### src/rtl/instr_prefetch_queue.sv
// Instruction prefetch queue: sequential word fetch, DEPTH-entry {pc,instr} FIFO, redirect flush.
// Optional performance counters are compiled in with `define PREFETCH_PERF_EN.
module instr_prefetch_queue #(
  parameter int unsigned DEPTH = 4,
  parameter int unsigned CW    = $clog2(DEPTH + 1)
) (
  input  logic          clk_i,
  input  logic          rst_i,
  input  logic          redirect_i,
  input  logic [31:0]   redirect_pc_i,
  output logic          imem_req_o,
  output logic [31:0]   imem_addr_o,
  input  logic          imem_gnt_i,
  input  logic          imem_rvalid_i,
  input  logic [31:0]   imem_rdata_i,
  output logic          instr_valid_o,
  output logic [31:0]   instr_o,
  output logic [31:0]   instr_pc_o,
  input  logic          instr_ready_i,
  output logic [CW-1:0] count_o
`ifdef PREFETCH_PERF_EN
  ,
  output logic [31:0]   perf_fetch_o,
  output logic [31:0]   perf_flush_o
`endif
);

  localparam int unsigned AW = (DEPTH > 1) ? $clog2(DEPTH) : 1;
  localparam int unsigned SW = CW + 1;

  typedef enum logic {RUN = 1'b0, DRAIN = 1'b1} state_e;

  state_e        state_q, state_d;
  logic [31:0]   fetch_pc_q, fetch_pc_d;
  logic [31:0]   rsp_pc_q, rsp_pc_d;
  logic [CW-1:0] outst_q, outst_d;
  logic [CW-1:0] discard_q, discard_d;
  logic [CW-1:0] count_q, count_d;
  logic [AW-1:0] wr_ptr_q, wr_ptr_d;
  logic [AW-1:0] rd_ptr_q, rd_ptr_d;
  logic [31:0]   pc_mem_q [DEPTH];
  logic [31:0]   pc_mem_d [DEPTH];
  logic [31:0]   ins_mem_q [DEPTH];
  logic [31:0]   ins_mem_d [DEPTH];
  logic          valid_q, valid_d;
  logic [31:0]   instr_q, instr_d;
  logic [31:0]   instr_pc_q, instr_pc_d;

  logic          req_c;
  logic          issue;
  logic          rsp_live;
  logic          push;
  logic          pop;
  logic [31:0]   redir_pc;

  // Next-state logic; head outputs are registered from the post-update FIFO view
  always_comb begin
    state_d    = state_q;
    fetch_pc_d = fetch_pc_q;
    rsp_pc_d   = rsp_pc_q;
    outst_d    = outst_q;
    discard_d  = discard_q;
    count_d    = count_q;
    wr_ptr_d   = wr_ptr_q;
    rd_ptr_d   = rd_ptr_q;
    pc_mem_d   = pc_mem_q;
    ins_mem_d  = ins_mem_q;
    push       = 1'b0;

    redir_pc = redirect_pc_i & 32'hFFFF_FFFC;
    req_c    = !rst_i && (state_q == RUN) && !redirect_i &&
               ((SW'(count_q) + SW'(outst_q)) < SW'(DEPTH));
    issue    = req_c && imem_gnt_i;
    rsp_live = imem_rvalid_i && (outst_q != '0);
    pop      = (count_q != '0) && instr_ready_i;

    if (redirect_i) begin
      fetch_pc_d = redir_pc;
      rsp_pc_d   = redir_pc;
      count_d    = '0;
      wr_ptr_d   = '0;
      rd_ptr_d   = '0;
      outst_d    = outst_q - CW'(rsp_live);
      discard_d  = outst_d;
      state_d    = (outst_d != '0) ? DRAIN : RUN;
    end else if (state_q == RUN) begin
      push = rsp_live;
      if (issue) fetch_pc_d = fetch_pc_q + 32'd4;
      if (push) begin
        pc_mem_d[wr_ptr_q]  = rsp_pc_q;
        ins_mem_d[wr_ptr_q] = imem_rdata_i;
        wr_ptr_d            = wr_ptr_q + AW'(1);
        rsp_pc_d            = rsp_pc_q + 32'd4;
      end
      if (pop) rd_ptr_d = rd_ptr_q + AW'(1);
      count_d = count_q + CW'(push) - CW'(pop);
      outst_d = outst_q + CW'(issue) - CW'(push);
    end else if (rsp_live) begin
      discard_d = discard_q - CW'(1);
      outst_d   = outst_q - CW'(1);
      state_d   = (discard_q == CW'(1)) ? RUN : DRAIN;
    end

    valid_d    = (count_d != '0);
    instr_d    = ins_mem_d[rd_ptr_d];
    instr_pc_d = pc_mem_d[rd_ptr_d];
  end

  always_ff @(posedge clk_i or posedge rst_i) begin
    if (rst_i) begin
      state_q    <= RUN;
      fetch_pc_q <= '0;
      rsp_pc_q   <= '0;
      outst_q    <= '0;
      discard_q  <= '0;
      count_q    <= '0;
      wr_ptr_q   <= '0;
      rd_ptr_q   <= '0;
      pc_mem_q   <= '{default: '0};
      ins_mem_q  <= '{default: '0};
      valid_q    <= 1'b0;
      instr_q    <= '0;
      instr_pc_q <= '0;
    end else begin
      state_q    <= state_d;
      fetch_pc_q <= fetch_pc_d;
      rsp_pc_q   <= rsp_pc_d;
      outst_q    <= outst_d;
      discard_q  <= discard_d;
      count_q    <= count_d;
      wr_ptr_q   <= wr_ptr_d;
      rd_ptr_q   <= rd_ptr_d;
      pc_mem_q   <= pc_mem_d;
      ins_mem_q  <= ins_mem_d;
      valid_q    <= valid_d;
      instr_q    <= instr_d;
      instr_pc_q <= instr_pc_d;
    end
  end

  assign imem_req_o    = req_c;
  assign imem_addr_o   = fetch_pc_q;
  assign instr_valid_o = valid_q;
  assign instr_o       = instr_q;
  assign instr_pc_o    = instr_pc_q;
  assign count_o       = count_q;

`ifdef PREFETCH_PERF_EN
  logic [31:0] perf_fetch_q, perf_fetch_d;
  logic [31:0] perf_flush_q, perf_flush_d;
  logic [32:0] fetch_sum;
  logic [32:0] flush_sum;
  logic [SW-1:0] flush_inc;

  // Saturating counters; flushes count held entries plus every dropped response
  always_comb begin
    flush_inc = redirect_i ? (SW'(count_q) + SW'(rsp_live))
                           : SW'((state_q == DRAIN) && rsp_live);
    fetch_sum = {1'b0, perf_fetch_q} + 33'(pop && !redirect_i && (state_q == RUN));
    flush_sum = {1'b0, perf_flush_q} + 33'(flush_inc);
    perf_fetch_d = fetch_sum[32] ? 32'hFFFF_FFFF : fetch_sum[31:0];
    perf_flush_d = flush_sum[32] ? 32'hFFFF_FFFF : flush_sum[31:0];
  end

  always_ff @(posedge clk_i or posedge rst_i) begin
    if (rst_i) begin
      perf_fetch_q <= '0;
      perf_flush_q <= '0;
    end else begin
      perf_fetch_q <= perf_fetch_d;
      perf_flush_q <= perf_flush_d;
    end
  end

  assign perf_fetch_o = perf_fetch_q;
  assign perf_flush_o = perf_flush_q;
`endif

endmodule

### config.mk
export PLATFORM = sky130hd
export DESIGN_NAME = instr_prefetch_queue
export DESIGN_NICKNAME = d
export VERILOG_FILES = /design/src/rtl/instr_prefetch_queue.sv
export SDC_FILE = /design/constraint.sdc
export NUM_CORES = 1
export LEC_CHECK = 0
export CORE_MARGIN = 3
export CORE_UTILIZATION = 45
export CTS_CLUSTER_DIAMETER = 100
export CTS_CLUSTER_SIZE = 14
export DETAILED_ROUTE_END_ITERATION = 10
export MAX_ROUTING_LAYER = met4
export PLACE_DENSITY = 0.63
export SYNTH_ARGS = -nofsm -noshare
export SYNTH_HDL_FRONTEND = slang
export SYNTH_SLANG_ARGS = --single-unit
### constraint.sdc
create_clock -name clk_i -period 31.8 [get_ports clk_i]
set_clock_uncertainty 0.15 [all_clocks]
set_input_delay 9.54 -clock clk_i [delete_from_list [all_inputs] [get_ports clk_i]]
set_output_delay 9.54 -clock clk_i [all_outputs]
set_load 0.03 [all_outputs]
Yosys cells after proc, flatten, opt, wreduce, memory -nomap -nowiden --
Cells that the tools add are included.
Operators by class: add/sub/neg operators 12, $lt $le $gt $ge 4, equality and inequality tests 3, multiplexer cells 41, bitwise gates (word level) 3, reductions and logical operators 19
Operators by type and width (number):
- 128-bit two-way mux | 6
- 32-bit two-way mux | 11
- 128-bit bitwise mux | 2
- 32-bit binary-select mux with 2-bit select | 2
- 32-bit by 3-bit adder with 32-bit output (second input constant) | 2
- 32-bit demux with 2-bit select | 1
- 3-bit two-way mux | 8
- 2-bit two-way mux | 6
- 3-bit nonzero test | 4
- 3-bit by 1-bit subtractor with 3-bit output | 3
- 1-bit logical AND | 7
- 3-bit by 1-bit adder with 3-bit output | 2
- 3-bit greater-or-equal comparator (second input constant) | 2
- 2-bit NOT with 3-bit output | 2
- 2-bit AND reduction | 3
- 2-bit nonzero test | 3
- 3-bit by 1-bit subtractor with 3-bit output (second input constant) | 2
- 1-bit two-way mux | 5
- 2-bit by 1-bit adder with 2-bit output (second input constant) | 2
- 3-bit by 3-bit adder with 4-bit output | 1
- 4-bit by 3-bit < comparator with 1-bit output (second input constant) | 1
- 3-bit by 1-bit == test with 1-bit output (second input constant) | 1
- 3-bit by 1-bit < comparator with 1-bit output (second input constant) | 1
- 3-bit by 2-bit inequality test with 1-bit output (second input constant) | 1
- 3 further kinds | 4
Word-level totals: register bits 399, logic and storage cells 101

Longest topological paths before layout --
Gate-level depths: netlist (run 1).
depth in word-level cells 12, depth in mapped cells 15

Least setup slack after synthesis (run 1) --
Ideal clock, no wire load.
path type input to output, start point input port redirect_i, end point output port imem_req_o, arrival time 10296 ps, data required time 22110 ps, setup slack 11814 ps, stages on the path 3, path through buf_2 nor4_1 and3_1
Between the ends: cells in the longest elaborated chain, start to end 3
RTL lines:
- from (decl) | line 9 | input logic redirect_i,
- 1-bit logical NOT | line 71 | req_c = !rst_i && (state_q == RUN) && !redirect_i &&
- 1-bit logical AND (2 in series) | line 71
- to (decl) | line 11 | output logic imem_req_o,
Every way passes these cells.

Final worst setup path (run 1) --
Ends and elaborated chain as after synthesis.

==> results.json, run 1 <==
{
  "status": "finished, final reports clean",
  "clkLatencyLatePin_ps": 510,
  "clkPwrFrac_pct": 25.6,
  "gp_congestion": 0.865,
  "final_cells": 1959,
  "crit_type": "in2out",
  "cts_max_level": 2,
  "dp_hpwl_um": 24600,
  "hold_slack_ps": 327,
  "initial_utilization_pct": 46.2,
  "io_pins": 171,
  "drtIter0Drc": 420,
  "cts_resized": 0,
  "cap_violations": 0,
  "ys.flop_type": "dfrtp_1",
  "finalCriticalPeriod_ps": 20880,
  "setup_viol": 0,
  "cts-hold-fix-buffers": 0,
  "syn-instance-count": 1310,
  "drt-total-wl_um": 39000,
  "clkTransAtPathRegs_ps": 60,
  "async_flop_share_pct": 100,
  "combPwrFrac_pct": 28.4,
  "numCtsBuffers": 34,
  "dp.cells": 1922,
  "synth_warnings": 0,
  "die_h_um": 204,
  "nFillCells": 3204,
  "area_delta_synth_final_pct": 16.3,
  "cts_tree": "yes",
  "antenna_found_initial": 0,
  "final_layout_size_suffix_gt1_share_pct": 20.6,
  "final.setup.tns_ps": 0,
  "track_usage_pct": 19.4,
  "ant_nets": 0,
  "switching_share_pct": 30.8,
  "ff_latch_area_um2": 9880,
  "synth_seq_cells": 395,
  "intPower_uw": 999,
  "final_cell_mix": "395 x dfrtp_1, 230 x mux2_2, 197 x mux2i_1, 165 x clkdlybuf4s50_1, 48 x nand2_1",
  "grt_setup_unrepaired": "no",
  "portBuffers": 166,
  "pwr_density_cell_nw_per_um2": 70.4,
  "gr-total-overflow": 0,
  "final_common_cell": "dfrtp_1",
  "wire_per_inst_um": 19.9,
  "multiInputGateArea_um2": 7210,
  "drc": 0,
  "hold_path.class": "reg2reg",
  "fmax_ghz": 0.0479,
  "fp.dieW_um": 204,
  "syn_area_um2": 17600,
  "finalCritPeriodShare_pct": 65.6,
  "p_leak_uw": 0.0101,
  "seq_power_share_pct": 46.0,
  "worstPathArrival_ps": 11190,
  "die-area_um2": 41600,
  "via_per_inst": 5.47,
  "slew_headroom_pct": 23.0,
  "first_pass_iters": 5,
  "cpLargestDelayFamily": "buffers and inverters",
  "tightest_slew_ps": 1150,
  "grt_pass1_vias": 11300,
  "crit_required_ps": 22110,
  "cts.sinks": 395,
  "worst_setup_path_end_kind": "output port",
  "cpMaxStageDelayCell": "clkdlybuf4s50_1",
  "start_kind": "input pin",
  "synth-edff-count": 0,
  "ys_types": 53,
  "avgSynthCellArea_um2": 13.4,
  "cts_buffer_depth": 3,
  "postCtsSetupRepairBufs": 0,
  "slowest_delay_ps": 660,
  "worstPathCellList": "buf_2, buf_4, nor4_1, and3_1, clkdlybuf4s50_1",
  "via_count": 10700,
  "p_sw_uw": 444,
  "grt_max_degree": 123,
  "coreArea_um2": 38100,
  "antenna_cells": 0,
  "ys_seq_area_share_pct": 56.1,
  "vdd_drop_max_v": 0.0000529,
  "crit_buf_inv": 3,
  "cp_max_fo": 72,
  "nNetsFinal": 1537,
  "slew_violations": 0,
  "grt_pass1_wl_um": 63200,
  "hold_viol_final": 0,
  "rows": 71,
  "root_buffer": "clkbuf_16"
}
synthesized netlist by cell type, types with 18 or more instances:
cell / instances / area [um2]
xor2_1: 25 / 219
buf_2: 44 / 220
nand3_1: 43 / 215
dfrtp_1: 395 / 9880
nand4_1: 24 / 150
nor2_1: 18 / 67.6
nand2_1: 48 / 180
mux2_2: 230 / 2590
mux2i_1: 198 / 1980
mux2_1: 24 / 270
clkbuf_1: 19 / 71.3
inv_1: 22 / 82.6
ha_1: 18 / 225
o21ai_0: 34 / 170
cell families (layout without fill, tap and decap cells):
family	Yosys count	after routing	share of synthesized area [%]
other	1	2	0.0213
XOR/XNOR	40	40	1.99
adder cells (fa/ha/maj)	20	20	1.51
AO/OA/AOI/OAI	94	94	3.46
multiplexers	452	452	27.5
AND/OR/NAND/NOR	204	204	6.29
flip-flops	395	395	56.1
buffers and inverters	104	241	3.15
state kept, by name (all words and copies together), names as in the netlist:
name,flops
instr_valid_o,1
instr_pc_o,32
ins_mem_q,128
state_q,1
imem_addr_o,30
count_o,3
rsp_pc_q,30
pc_mem_q,128
wr_ptr_q,2
outst_q,3
discard_q,3
instr_o,32
rd_ptr_q,2
through the flow:
stage                     cell area [um2]  setup WS [ps]  utilization, %  power (uW)
after floorplan                     17600          11130               -         934
after global placement              19600          10890            51.4        1080
after detailed placement            19600          10900            51.4        1090
after CTS                           20500          10900            53.8        1470
after global routing                20500          10850            53.8        1530
final                               20500          10920            53.8        1440
power by group through the flow:
stage | clock [uW] | combinational [uW] | sequential [uW]
3_3_place_gp | 0 | 409 | 669
4_1_cts | 384 | 417 | 664
3_5_place_dp | 0 | 416 | 673
2_1_floorplan | 0 | 192 | 742
6_report | 370 | 410 | 663
5_1_grt | 403 | 446 | 675
per-layer routing:
layer / vias to the layer above / wire length (um) / track usage [%]
met4: 0 / 784 / 4.62
met5: - / 0 / -
met3: 57 / 1390 / 2.53
met1: 5521 / 18500 / 27.1
li1: 4935 / - / -
met2: 211 / 18300 / 30.7
worst paths after layout:
kind / endpoint / cells after the start / from / slack [ps]
worst max register to register: outst_q[2] / 12 / state_q / 28080
worst max-delay path: imem_req_o / 5 / redirect_i / 10920
worst min-delay path: pc_mem_q[96] / 1 / pc_mem_q[96] / 330
min in group asynchronous: outst_q[0] / 2 / rst_i / 9500
max in group asynchronous: pc_mem_q[64] / 3 / rst_i / 20370
worst min register to register: pc_mem_q[96] / 1 / pc_mem_q[96] / 330
layout make-up:
class | count | area share, %
clock inverter | 2 | 0.122
inverter | 23 | 0.458
multi-input combinational | 812 | 35.2
clock buffer | 35 | 4.27
tap | 511 | 3.12
sequential | 395 | 48.2
timing repair buffer | 181 | 8.63
(Power assumes the default switching activity.)
==> inputs of run 2 (changes only) <==
--- a/config.mk
+++ b/config.mk
@@ -11,7 +11,7 @@
 export CTS_CLUSTER_SIZE = 14
 export DETAILED_ROUTE_END_ITERATION = 10
 export MAX_ROUTING_LAYER = met4
-export PLACE_DENSITY = 0.63
+export PLACE_DENSITY = 0.66
 export SYNTH_ARGS = -nofsm -noshare
 export SYNTH_HDL_FRONTEND = slang
 export SYNTH_SLANG_ARGS = --single-unit
==> constraint.sdc (replaced) <==
create_clock -name clk_i -period 16.8 [get_ports clk_i]
set_clock_uncertainty 0.15 [all_clocks]
set_input_delay 5.04 -clock clk_i [delete_from_list [all_inputs] [get_ports clk_i]]
set_output_delay 5.04 -clock clk_i [all_outputs]
set_load 0.03 [all_outputs]
==> run 2 against run 1 <==
  * Clock power up 92%
  * Via count decreased by 0.10%
  * Cell area increased by 0.15%
  * Setup slack lost 6000 ps
  * Sequential cell count stayed put
  * Cell count about the same
  * Highest routed layer unchanged
  * Sequential share of layout area shrank 0.070 points
==> results.json, run 2 (synthesis gave the netlist of run 1 again) <==
{
  "cp_max_fo": 2,
  "wire_per_inst_um": 19.8,
  "finalCriticalPeriod_ps": 11860,
  "drt-total-wl_um": 38800,
  "hold_viol_final": 0,
  "numCtsBuffers": 34,
  "worstPathArrival_ps": 6670,
  "initial_utilization_pct": 46.2,
  "cp_num_cells": 4,
  "crit_required_ps": 11610,
  "cpLargestDelayFamily": "buffers and inverters",
  "rows": 71,
  "clkTransAtPathRegs_ps": 70,
  "final_layout_size_suffix_gt1_share_pct": 20.5,
  "cts-hold-fix-buffers": 0,
  "coreArea_um2": 38100,
  "tightest_slew_ps": 1050,
  "fp.dieW_um": 204,
  "gp_congestion": 0.837,
  "drc": 0,
  "die-area_um2": 41600,
  "via_per_inst": 5.47,
  "hold_path.class": "reg2reg",
  "clkLatencyLatePin_ps": 530,
  "cts_resized": 0,
  "portBuffers": 166,
  "dp_slack_ps": 4930,
  "antenna_cells": 0,
  "track_usage_pct": 19.4,
  "pwr_density_cell_nw_per_um2": 134,
  "setup_slack_ps": 4940,
  "antenna_found_initial": 0,
  "slew_headroom_pct": 29.5,
  "area_delta_synth_final_pct": 16.5,
  "cts_max_level": 2,
  "final.setup.tns_ps": 0,
  "grt_max_degree": 192,
  "place_area_um2": 19600,
  "io_pins": 171,
  "largestRegisters": "ins_mem_q: 128 flops, pc_mem_q: 128 flops",
  "nNetsFinal": 1535,
  "final_design_area_no_fill_um2": 20500,
  "r2r_cells": 12,
  "ant_nets": 0,
  "grt_setup_unrepaired": "no",
  "dp_hpwl_um": 23900,
  "cp_common_cell": "clkdlybuf4s50_1",
  "die_h_um": 204,
  "hold_depth": 1,
  "first_pass_iters": 5,
  "slew_violations": 0,
  "drtIter0Drc": 538,
  "final_common_cell": "dfrtp_1",
  "start_kind": "input pin",
  "cts_tree": "yes",
  "worstPathCellList": "clkdlybuf4s50_1, nor4_1, and3_1, clkdlybuf4s50_1",
  "root_buffer": "clkbuf_16",
  "finalCritPeriodShare_pct": 70.6,
  "postCtsSetupRepairBufs": 0,
  "cpMaxStageDelayCell": "clkdlybuf4s50_1",
  "vdd_drop_max_v": 0.000111,
  "gr-total-overflow": 0,
  "crit_buf_inv": 2,
  "grt_pass1_vias": 11400,
  "setup_viol": 0,
  "cts_buffer_depth": 3,
  "cts.sinks": 395,
  "cap_violations": 0,
  "via_count": 10700,
  "status": "finished, final reports clean",
  "p_leak_uw": 0.0101,
  "final_cell_mix": "395 x dfrtp_1, 230 x mux2_2, 197 x mux2i_1, 165 x clkdlybuf4s50_1, 48 x nand2_1",
  "crit_type": "in2out",
  "slowest_delay_ps": 660,
  "fmax_ghz": 0.0843,
  "grt_pass1_wl_um": 63000,
  "worst_setup_path_end_kind": "output port",
  "nFillCells": 3178
}
-- run 2: cell count changes in the layout (fill, tap and decap cells not counted), sizes merged --
| cell | change |
|---|---|
| inv | +1 |
| buf | -2 |
-- run 2: final timing paths --
check	from	slack [ps]	endpoint
max reg2reg	state_q	13160	outst_q[2]
min in group asynchronous	rst_i	5000	outst_q[0]
min reg2reg	pc_mem_q[0]	330	pc_mem_q[0]
min	pc_mem_q[0]	330	pc_mem_q[0]
max	rst_i	4940	imem_req_o
max in group asynchronous	rst_i	9900	ins_mem_q[56]
-- run 2: metal layers --
layer  routed length (um)  GRT usage [%]
met2                18400           31.1
met1                17900           26.7
met4                  705           4.18
met3                 1760           2.80
met5                    0              -
-- run 2: stage by stage --
stage	total power, uW	util [%]	std cells	hold slack (ps)
floorplan	1770	-	1311	299
global placement	2040	51.4	1920	315
detailed placement	2060	51.4	1920	316
CTS	2790	53.9	1958	332
global route	2900	53.9	1958	355
finish	2740	53.9	1958	328
-- run 2: cell type report --
class,instances,area (um2),area share (%)
Timing Repair Buffer,179,1780,8.67
Tap cell,511,639,3.12
Inverter,23,93.8,0.457
Clock inverter,3,45.0,0.219
Sequential cell,395,9880,48.2
Clock buffer,35,876,4.27
Multi-Input combinational cell,812,7210,35.1
-- run 2: power by group --
group          internal [uW]  switching (uW)  total (uW)
Combinational            359             423         782
Clock                    374             335         709
Sequential              1160            91.3        1250
Total                   1900             849        2740
